<file path="src/rtl/dtcm_sram_ctrl.sv">
`default_nettype none
// ==========================================================================
// dtcm_sram_ctrl : valid/ready LSU front end for a 1-cycle synchronous TCM SRAM
// Rev 1.0
// ==========================================================================
module dtcm_sram_ctrl #(
  parameter int unsigned   DP        = 512,
  parameter int unsigned   DW        = 32,
  parameter int unsigned   MW        = 4,
  parameter int unsigned   AW        = 32,
  parameter logic [AW-1:0] BASE_ADDR = '0
) (
  input  logic          clk,
  input  logic          rst_n,
  input  logic          cmd_valid_i,
  output logic          cmd_ready_o,
  input  logic [AW-1:0] cmd_addr_i,
  input  logic          cmd_write_i,
  input  logic [1:0]    cmd_size_i,
  input  logic [DW-1:0] cmd_wdata_i,
  output logic          rsp_valid_o,
  input  logic          rsp_ready_i,
  output logic [DW-1:0] rsp_rdata_o,
  output logic          rsp_err_o,
  output logic [AW-1:0] ram_addr_o,
  output logic          ram_we_o,
  output logic [MW-1:0] ram_wem_o,
  output logic [DW-1:0] ram_din_o,
  input  logic [DW-1:0] ram_dout_i
);

  localparam logic [1:0] SZ_BYTE = 2'd0;
  localparam logic [1:0] SZ_HALF = 2'd1;
  localparam logic [1:0] SZ_WORD = 2'd2;
  localparam logic [1:0] SZ_BAD  = 2'd3;

  logic [AW-1:0] off;
  logic [AW-1:0] idx;
  logic          misalign;
  logic          out_of_range;
  logic          err;
  logic          fire;
  logic          access;

  logic          rsp_valid_q, rsp_valid_d;
  logic          rsp_read_q,  rsp_read_d;
  logic          rsp_err_q,   rsp_err_d;
  logic          rsp_cap_q,   rsp_cap_d;
  logic [DW-1:0] rsp_data_q,  rsp_data_d;
  logic [AW-1:0] addr_hold_q, addr_hold_d;

  assign off = cmd_addr_i - BASE_ADDR;
  assign idx = {2'b00, off[AW-1:2]};

  always_comb begin
    misalign = 1'b0;
    unique case (cmd_size_i)
      SZ_HALF: misalign = off[0];
      SZ_WORD: misalign = |off[1:0];
      SZ_BAD:  misalign = 1'b1;
      default: misalign = 1'b0;
    endcase
  end

  // Below-base addresses wrap in the subtraction, so they are trapped separately.
  assign out_of_range = (cmd_addr_i < BASE_ADDR) || (idx >= AW'(DP));
  assign err          = misalign | out_of_range;

  // A full stage can still accept when its current response leaves this cycle.
  assign cmd_ready_o = rst_n & (~rsp_valid_q | rsp_ready_i);
  assign fire        = cmd_valid_i & cmd_ready_o;
  assign access      = fire & ~err;

  // SRAM samples its address whenever we=0, so idle cycles replay the last one.
  assign ram_addr_o = access ? idx : addr_hold_q;
  assign ram_we_o   = access & cmd_write_i;

  always_comb begin
    ram_wem_o = '0;
    ram_din_o = cmd_wdata_i;
    unique case (cmd_size_i)
      SZ_BYTE: begin
        ram_wem_o = MW'(1) << off[1:0];
        ram_din_o = {(DW/8){cmd_wdata_i[7:0]}};
      end
      SZ_HALF: begin
        ram_wem_o = MW'(3) << off[1:0];
        ram_din_o = {(DW/16){cmd_wdata_i[15:0]}};
      end
      SZ_WORD: begin
        ram_wem_o = '1;
        ram_din_o = cmd_wdata_i;
      end
      default: begin
        ram_wem_o = '0;
        ram_din_o = cmd_wdata_i;
      end
    endcase
    if (!ram_we_o) begin
      ram_wem_o = '0;
    end
  end

  always_comb begin
    rsp_valid_d = rsp_valid_q;
    rsp_read_d  = rsp_read_q;
    rsp_err_d   = rsp_err_q;
    rsp_cap_d   = rsp_cap_q;
    rsp_data_d  = rsp_data_q;
    addr_hold_d = addr_hold_q;
    if (access) begin
      addr_hold_d = idx;
    end
    if (fire) begin
      rsp_valid_d = 1'b1;
      rsp_read_d  = ~cmd_write_i & ~err;
      rsp_err_d   = err;
      rsp_cap_d   = 1'b0;
    end else if (rsp_valid_q && rsp_ready_i) begin
      rsp_valid_d = 1'b0;
    end else if (rsp_valid_q && !rsp_cap_q) begin
      // SRAM output is only guaranteed for one cycle; freeze it for the stall.
      rsp_data_d = ram_dout_i;
      rsp_cap_d  = 1'b1;
    end
  end

  always_ff @(posedge clk or negedge rst_n) begin
    if (!rst_n) begin
      rsp_valid_q <= 1'b0;
      rsp_read_q  <= 1'b0;
      rsp_err_q   <= 1'b0;
      rsp_cap_q   <= 1'b0;
      rsp_data_q  <= '0;
      addr_hold_q <= '0;
    end else begin
      rsp_valid_q <= rsp_valid_d;
      rsp_read_q  <= rsp_read_d;
      rsp_err_q   <= rsp_err_d;
      rsp_cap_q   <= rsp_cap_d;
      rsp_data_q  <= rsp_data_d;
      addr_hold_q <= addr_hold_d;
    end
  end

  assign rsp_valid_o = rsp_valid_q;
  assign rsp_err_o   = rsp_err_q;

  always_comb begin
    rsp_rdata_o = '0;
    if (rsp_read_q) begin
      rsp_rdata_o = rsp_cap_q ? rsp_data_q : ram_dout_i;
    end
  end

endmodule
`default_nettype wire

</file>
<file path="config.mk">
export PLATFORM = sky130hd
export DESIGN_NAME = dtcm_sram_ctrl
export DESIGN_NICKNAME = d
export VERILOG_FILES = /design/src/rtl/dtcm_sram_ctrl.sv
export SDC_FILE = /design/constraint.sdc
export NUM_CORES = 1
export LEC_CHECK = 0
export CORE_MARGIN = 2
export CORE_UTILIZATION = 38
export CTS_BUF_LIST = sky130_fd_sc_hd__clkbuf_8 sky130_fd_sc_hd__clkbuf_16
export CTS_CLUSTER_DIAMETER = 40
export DETAILED_ROUTE_END_ITERATION = 10
export PLACE_DENSITY = 0.82
export SLEW_MARGIN = 20
export SYNTH_ARGS = -nofsm -noshare
export SYNTH_HDL_FRONTEND = slang
export SYNTH_SLANG_ARGS = --single-unit
</file>
<file path="constraint.sdc">
create_clock -name clk -period 2 [get_ports clk]
set_input_delay 0.3 -clock clk [delete_from_list [all_inputs] [get_ports clk]]
set_output_delay 0.3 -clock clk [all_outputs]
set_load 0.01 [all_outputs]
</file>
==> results of run 1 <==
## through the flow
step | TNS, ns | worst slack (ns)
global placement | -33.89 | -0.7720
CTS | -11.71 | -0.4635
detailed placement | -37.60 | -0.8606
global route | -13.43 | -0.4899
finish | -9.316 | -0.3812
floorplan | 0 | 0.06560
## cell usage in the layout, fill, tap and decap left out, types with 3 or more instances in the layout
master and instances:
dlygate4sd2_1 52, nor4_2 4, clkdlybuf4s50_1 94, o21ai_0 8
mux2_4 9, dlymetal6s2s_1 5, nor2b_1 33, inv_6 3
buf_2 4, buf_4 51, clkbuf_8 9, mux2_2 49
dfrtp_1 67, nor2b_4 22, buf_12 10, and2_4 3
clkbuf_2 10, clkdlybuf4s15_1 5, mux2i_1 40, nand2_1 11
buf_6 46
## sequential cells by signal, summed over array words and instances (netlist names)
signal / flops
rsp_valid_o: 1
rsp_err_o: 1
addr_hold_q: 32
rsp_read_q: 1
rsp_data_q: 32
rsp_cap_q: 1
## per-layer routing
| metal | vias up | routed length (um) |
|---|---|---|
| li1 | 1559 | - |
| met1 | 1533 | 4110 |
| met2 | 130 | 6093 |
| met3 | 18 | 663 |
| met4 | 0 | 237 |
| met5 | - | 0 |
## cell usage after synthesis, types with 3 or more instances
master     n  area share
o31ai_1    3      0.0064
buf_4      8       0.017
nor4_1     4      0.0071
mux2_1     5       0.016
nor2_1     4      0.0043
mux2i_1   40        0.11
mux2_2    53        0.17
o21ai_0    9       0.013
nand2_1   11       0.012
clkbuf_1   7      0.0074
and2_1     4      0.0071
buf_2      9       0.013
nor2b_1   56       0.099
dfrtp_1   68        0.48
## worst register-to-register path, stage by stage (launching register included)
cell      delay (ns)
dfrtp_1         0.41
nand2b_4        0.09
nand4_1         0.12
buf_4           0.17
nor3_4          0.18
buf_12          0.14
buf_12          0.09
buf_12          0.12
buf_12          0.14
nor2b_4         0.05
buf_4           0.12
buf_4           0.12
## timing repair
action,in CTS,in global routing
hold buffers,0,0
setup endpoints to repair,94,43
pin swaps,11,10
hold endpoints to repair,0,0
buffers inserted,25,23
gates resized for setup,308,77
gates cloned,4,0
## worst paths after layout
path	from	to	slack, ns	cells after the start
max reg2reg	rsp_valid_o$_DFFE_PN0N_	addr_hold_q[10]$_DFF_PN0_	0.15	11
min	rst_n	addr_hold_q[30]$_DFF_PN0_	0.26	3
min in group clk	rst_n	rsp_cap_q$_DFFE_PN0P_	0.50	5
min reg2reg	rsp_data_q[24]$_DFFE_PN0P_	rsp_data_q[24]$_DFFE_PN0P_	0.51	1
max	cmd_addr_i[0]	ram_addr_o[2]	-0.38	10
max in group asynchronous	rst_n	rsp_cap_q$_DFFE_PN0P_	1.14	3
## cells by family after synthesis
kind of cell    share of synthesized area
mux                                0.2984
simple gates                       0.1485
flops                              0.4819
buf+inv                           0.04252
compound gates                    0.02870
## layout make-up
class / count / area share
clock inverter: 7 / 0.01232
sequential: 68 / 0.2541
tap: 111 / 0.02072
timing repair buffer: 278 / 0.4015
inverter: 2 / 0.001120
clock buffer: 9 / 0.01848
multi-input combinational: 202 / 0.2918
## report_power, final
part | total [mW] | switching (mW) | internal, mW
clock network | 1.20 | 0.599 | 0.598
registers | 1.73 | 0.118 | 1.61
logic | 0.978 | 0.367 | 0.611
==> run_results.csv, run 1 <==
group,metric,value,unit
routing,drt_pre_antenna_iters,4,
critical_path,slowest_delay,0.31,ns
synth,synth.avg_cell_area,11.89,sq um
placed_design,gp_congestion,0.7708,
placed_design,placed_cell_area,5836,sq um
global_routing,busiest_layer,"met2",
sta,setup_viol,37,
placed_design,dp_cells,617,
power_and_ir_drop,power.total,3.906,mW
critical_path,crit_fanout,3,
die,top_level_ports,207,
synth,synth.distinct_cells,26,
routing,wl,11100,um
synth,synthCells,297,
clock_tree,clockBufferDepth,2,
die,rows,35,
sta,fin_crit_sh,1.191,
critical_path,cp-end-kind,"output port",
synth,syn-num-nets,400,
die,die-area,10080,sq um
routing,drt_iter0_drc,44,
global_routing,grt_overflow_total,0,
routing,wl_per_cell,16.40,um
clock_tree,cts.clk_slew.worst_paths,0.10,ns
critical_path,path_delay_family,"buffers and inverters",
critical_path,worst_ep_required_time,1.70,ns
final_layout,n_antenna_cell,0,
global_routing,grt_pass1_vias,3488,
routing,drc_errors,0,
sta,slew_headroom,0.4337,
global_routing,grt_pass1_wl,17370,um
critical_path,path_class,"in2out",
sta,finalHoldViolCount,0,
critical_path,cp-start-kind,"primary input",
die,die_y,100.4,um
sta,rsz0062_at_grt,"true",
global_routing,met2_usage,0.4161,
global_routing,grt_max_degree,69,
sta,clock.fmax,0.4199,GHz
critical_path,slowest_stage,"mux2_4",
critical_path,crit_chain,"dlygate4sd2_1 -> o31ai_2 -> nand4_1 -> buf_4 -> nor3_4 -> buf_12 -> buf_12 -> buf_12 -> mux2_4 -> buf_6",
clock_tree,tritoncts,"done",
routing,avgViaCountPerCell,4.786,
clock_tree,cts_inserted_buffers,9,
routing,ant_nets,0,
job,drv_cap,0,
hold_path,hold_class,"in2async",
status,outcome,"finished with violations",
synth,synth.cell_area,3531,sq um
sta,min_period,2.381,ns
sta,worst_pin_slew,0.8494,ns
power_and_ir_drop,pwr_density_cell,582.7,nW/um^2
clock_tree,cts-htree-levels,3,
synth,ys_ff_latch,68,
placed_design,dp_hpwl,7854,um
power_and_ir_drop,ir_drop,0.4229,mV
global_routing,grtUsageTotal,0.2216,
sta,setup_ws,-0.3812,ns
final_layout,nNetsFinal,664,
routing,vias,3240,
final_layout,nFillCells,608,
final_layout,seqCellArea,1703,sq um
clock_tree,clock_latency,0.35,ns
synth,synth_enable_flop_cells,0,
final_layout,postLayoutCoreUtil,0.7359,
final_layout,syn2layout_area_growth,89.83,%
critical_path,cp_common_cell,"buf_12",
die,core-area,9109,sq um
final_layout,layout-drive-gt1-share,0.4187,
synth,synth_top_flop_cell,"dfrtp_1",
clock_tree,ctsRootBufferMaster,"clkbuf_8",
synth,synth_warnings,0,
placed_design,io_buffer_count,206,
synth,async_reset_ff_frac,1.000,
critical_path,crit_buf_inv,6,
global_routing,grt_util_met1,0.2422,
global_routing,antenna_found_initial,0,
final_layout,postLayoutCellArea,6703,sq um
final_layout,fin_cells,677,
sta,hold_ws,0.2644,ns
critical_path,arrival,2.08,ns
die,initial_core_util,0.3876,
power_and_ir_drop,p_leak,3.236,nW
die,die_width,100.4,um
clock_tree,cts_sinks,68,
synth,ys_seq_area_frac,0.4819,
global_routing,grt_use_met3,0.04944,
sta,drv_slew,0,
status,failed_checks,"negative setup slack",
final_layout,multi_input_area,1956,sq um
sta,fin_skew,0.01787,ns
No activity file was read; power rests on OpenSTA's default activity.
==> run 2: changes to the inputs <==
CORE_ASPECT_RATIO = 0.6   (was unset)
CTS_CLUSTER_SIZE = 14   (was unset)
==> run 2 against run 1 <==
  * The run still ends with negative setup slack left
  * Sequential share of layout area grew 0.32 points
  * Clock skew fell by 0.015 ns
  * Worst hold slack gained 0.014 ns
  * First-iteration DRC count rose to 2.8 times the previous value
  * Combinational power hardly changed
  * Utilization decreased by 0.75 points
  * Count of clock-buffer cells in the layout is 1 higher
  * Sequential cell count is the same
  * Register-to-register slack improved by 0.12 ns
  * Design area is 1.3% lower
  * Clock power grew 53%
  * Critical path type unchanged
  * Critical endpoint is now ram_addr_o[5]
  * Highest routed layer unchanged
==> run_results.csv, run 2 (synthesized netlist as in run 1, its figures left out) <==
group,metric,value,unit
sta,min_period,2.285,ns
critical_path,rr_startpoint,"rsp_valid_o$_DFFE_PN0N_",
routing,ant_nets,0,
die,core-area,9087,sq um
die,die_width,128.4,um
sta,worst_pin_slew,0.8380,ns
die,die-area,10100,sq um
die,die_y,78.67,um
sta,fin_crit_sh,1.143,
job,drv_cap,0,
power_and_ir_drop,p_leak,3.237,nW
die,rows,27,
critical_path,ff2ff_path_depth,9,
final_layout,layout-drive-gt1-share,0.3839,
clock_tree,cts-htree-levels,3,
routing,wl,11690,um
routing,drt_pre_antenna_iters,4,
clock_tree,cts.clk_slew.worst_paths,0.05,ns
routing,drc_errors,0,
clock_tree,cts_inserted_buffers,9,
placed_design,dp_cells,624,
global_routing,antenna_found_initial,0,
final_layout,reg_top3,"addr_hold_q: 32 flops, rsp_data_q: 32 flops",
global_routing,grt_overflow_total,0,
power_and_ir_drop,pwr_density_cell,692.1,nW/um^2
global_routing,grt_pass1_wl,17770,um
sta,slew_headroom,0.4413,
sta,fin_skew,0.002992,ns
final_layout,nNetsFinal,645,
global_routing,grt_max_degree,69,
final_layout,seqCellArea,1703,sq um
final_layout,postLayoutCoreUtil,0.7283,
placed_design,io_buffer_count,206,
sta,setup_viol,36,
final_layout,multi_input_area,1889,sq um
placed_design,dp_hpwl,8038,um
critical_path,cp-end-kind,"output port",
routing,drt_iter0_drc,123,
critical_path,crit_fanout,8,
sta,setup_ws,-0.2850,ns
final_layout,layout_common_cells,"clkdlybuf4s50_1, dfrtp_1, mux2_2",
routing,vias,3227,
critical_path,rrSetupSlack,0.27,ns
power_and_ir_drop,ir_drop,0.6098,mV
status,failed_checks,"negative setup slack",
global_routing,grtUsageTotal,0.2310,
clock_tree,tritoncts,"done",
routing,wl_per_cell,17.63,um
die,initial_core_util,0.3885,
sta,drv_slew,0,
global_routing,grt_pass1_vias,3370,
die,top_level_ports,207,
sta,clock.fmax,0.4376,GHz
clock_tree,ctsRootBufferMaster,"clkbuf_16",
placed_design,gp_congestion,0.8805,
clock_tree,clock_latency,0.34,ns
clock_tree,clockBufferDepth,2,
critical_path,r2r-end,"addr_hold_q[30]$_DFF_PN0_",
status,outcome,"finished with violations",
final_layout,syn2layout_area_growth,87.46,%
final_layout,nFillCells,631,
final_layout,n_antenna_cell,0,
hold_path,hold_class,"in2async",
critical_path,cp-start-kind,"primary input",
final_layout,fin_cells,663,
sta,hold_ws,0.2786,ns
critical_path,endpoint,"ram_addr_o[5]",
critical_path,path_class,"in2out",
routing,avgViaCountPerCell,4.867,
sta,fin_setup_tns,-6.357,ns
sta,finalHoldViolCount,0,
critical_path,arrival,1.99,ns
final_layout,final_common_cell,"clkdlybuf4s50_1",
sta,rsz0062_at_grt,"true",
clock_tree,cts_sinks,68,
critical_path,crit_start,"cmd_valid_i",
critical_path,worst_ep_required_time,1.70,ns
-- run 2: cell types whose count changed in the layout (fill, tap and decap cells not counted), moves of 3 or more --
cell and change:
inv_6 -3, dlymetal6s2s_1 +4, buf_12 -4, dlygate4sd2_1 -8, clkbuf_16 +10, buf_2 +9
clkbuf_8 -8, mux2_2 +3, buf_6 -17, nor2b_1 +3, mux2_4 -3, nor2b_4 -5
buf_4 -13
-- run 2: worst max-delay path, stage by stage --
cell	delay, ns
clkdlybuf4s50_1	0.50
nand4_1	0.21
nor3_4	0.25
buf_12	0.17
buf_4	0.12
mux2_4	0.31
buf_6	0.12
-- run 2: metrics by stage --
stage | cell area, sq um | power (mW) | setup WS, ns
detailed placement | 5862 | 2.759 | -0.8808
global route | 6619 | 4.784 | -0.3492
CTS | 6362 | 4.607 | -0.3786
global placement | 5862 | 2.713 | -0.8419
floorplan | 3531 | 2.265 | 0.06560
finish | 6619 | 4.581 | -0.2850
-- run 2: layer usage --
metal  GRT usage  wire length, um  part of all wire  vias to the layer above
met2      0.3660             5473              0.47                       97
met3     0.07771              786             0.067                       15
met1      0.3057             5288              0.45                     1603
met5           0                0                 0                        -
met4     0.05824              140             0.012                        0
li1            -                -                 -                     1512
-- run 2: worst min path at each step --
stage                             startpoint                    endpoint  slack (ns)  cells after the start
finish                                 rst_n  rsp_data_q[24]$_DFFE_PN0P_        0.28                      3
global route                           rst_n  rsp_data_q[22]$_DFFE_PN0P_        0.36                      3
CTS                                    rst_n  rsp_data_q[28]$_DFFE_PN0P_        0.30                      3
detailed placement  addr_hold_q[8]$_DFF_PN0_    addr_hold_q[8]$_DFF_PN0_        0.47                      1
global placement    addr_hold_q[8]$_DFF_PN0_    addr_hold_q[8]$_DFF_PN0_        0.46                      1
floorplan                              rst_n    addr_hold_q[0]$_DFF_PN0_       0.004                      0
-- run 2: area by class of cell --
type	instances	share of cell area
sequential	68	0.2573
clock buffer	10	0.03611
multi-input combinational	202	0.2854
clock inverter	6	0.01682
timing repair buffer	259	0.3813
inverter	2	0.001134
tap	116	0.02193
-- run 2: repair_timing --
item	4_1_cts	5_1_grt
setup endpoints to repair	94	49
pin swaps	13	12
setup buffers	11	9
gates cloned	3	1
resized for setup	268	80
hold buffers	0	0
-- run 2: report_power, final --
group | internal (mW) | total, mW | switching [mW] | leakage (nW)
Clock | 1.25 | 1.84 | 0.590 | 0.169
Combinational | 0.622 | 1.00 | 0.383 | 2.20
Sequential | 1.62 | 1.74 | 0.121 | 0.872
Total | 3.49 | 4.58 | 1.09 | 3.24
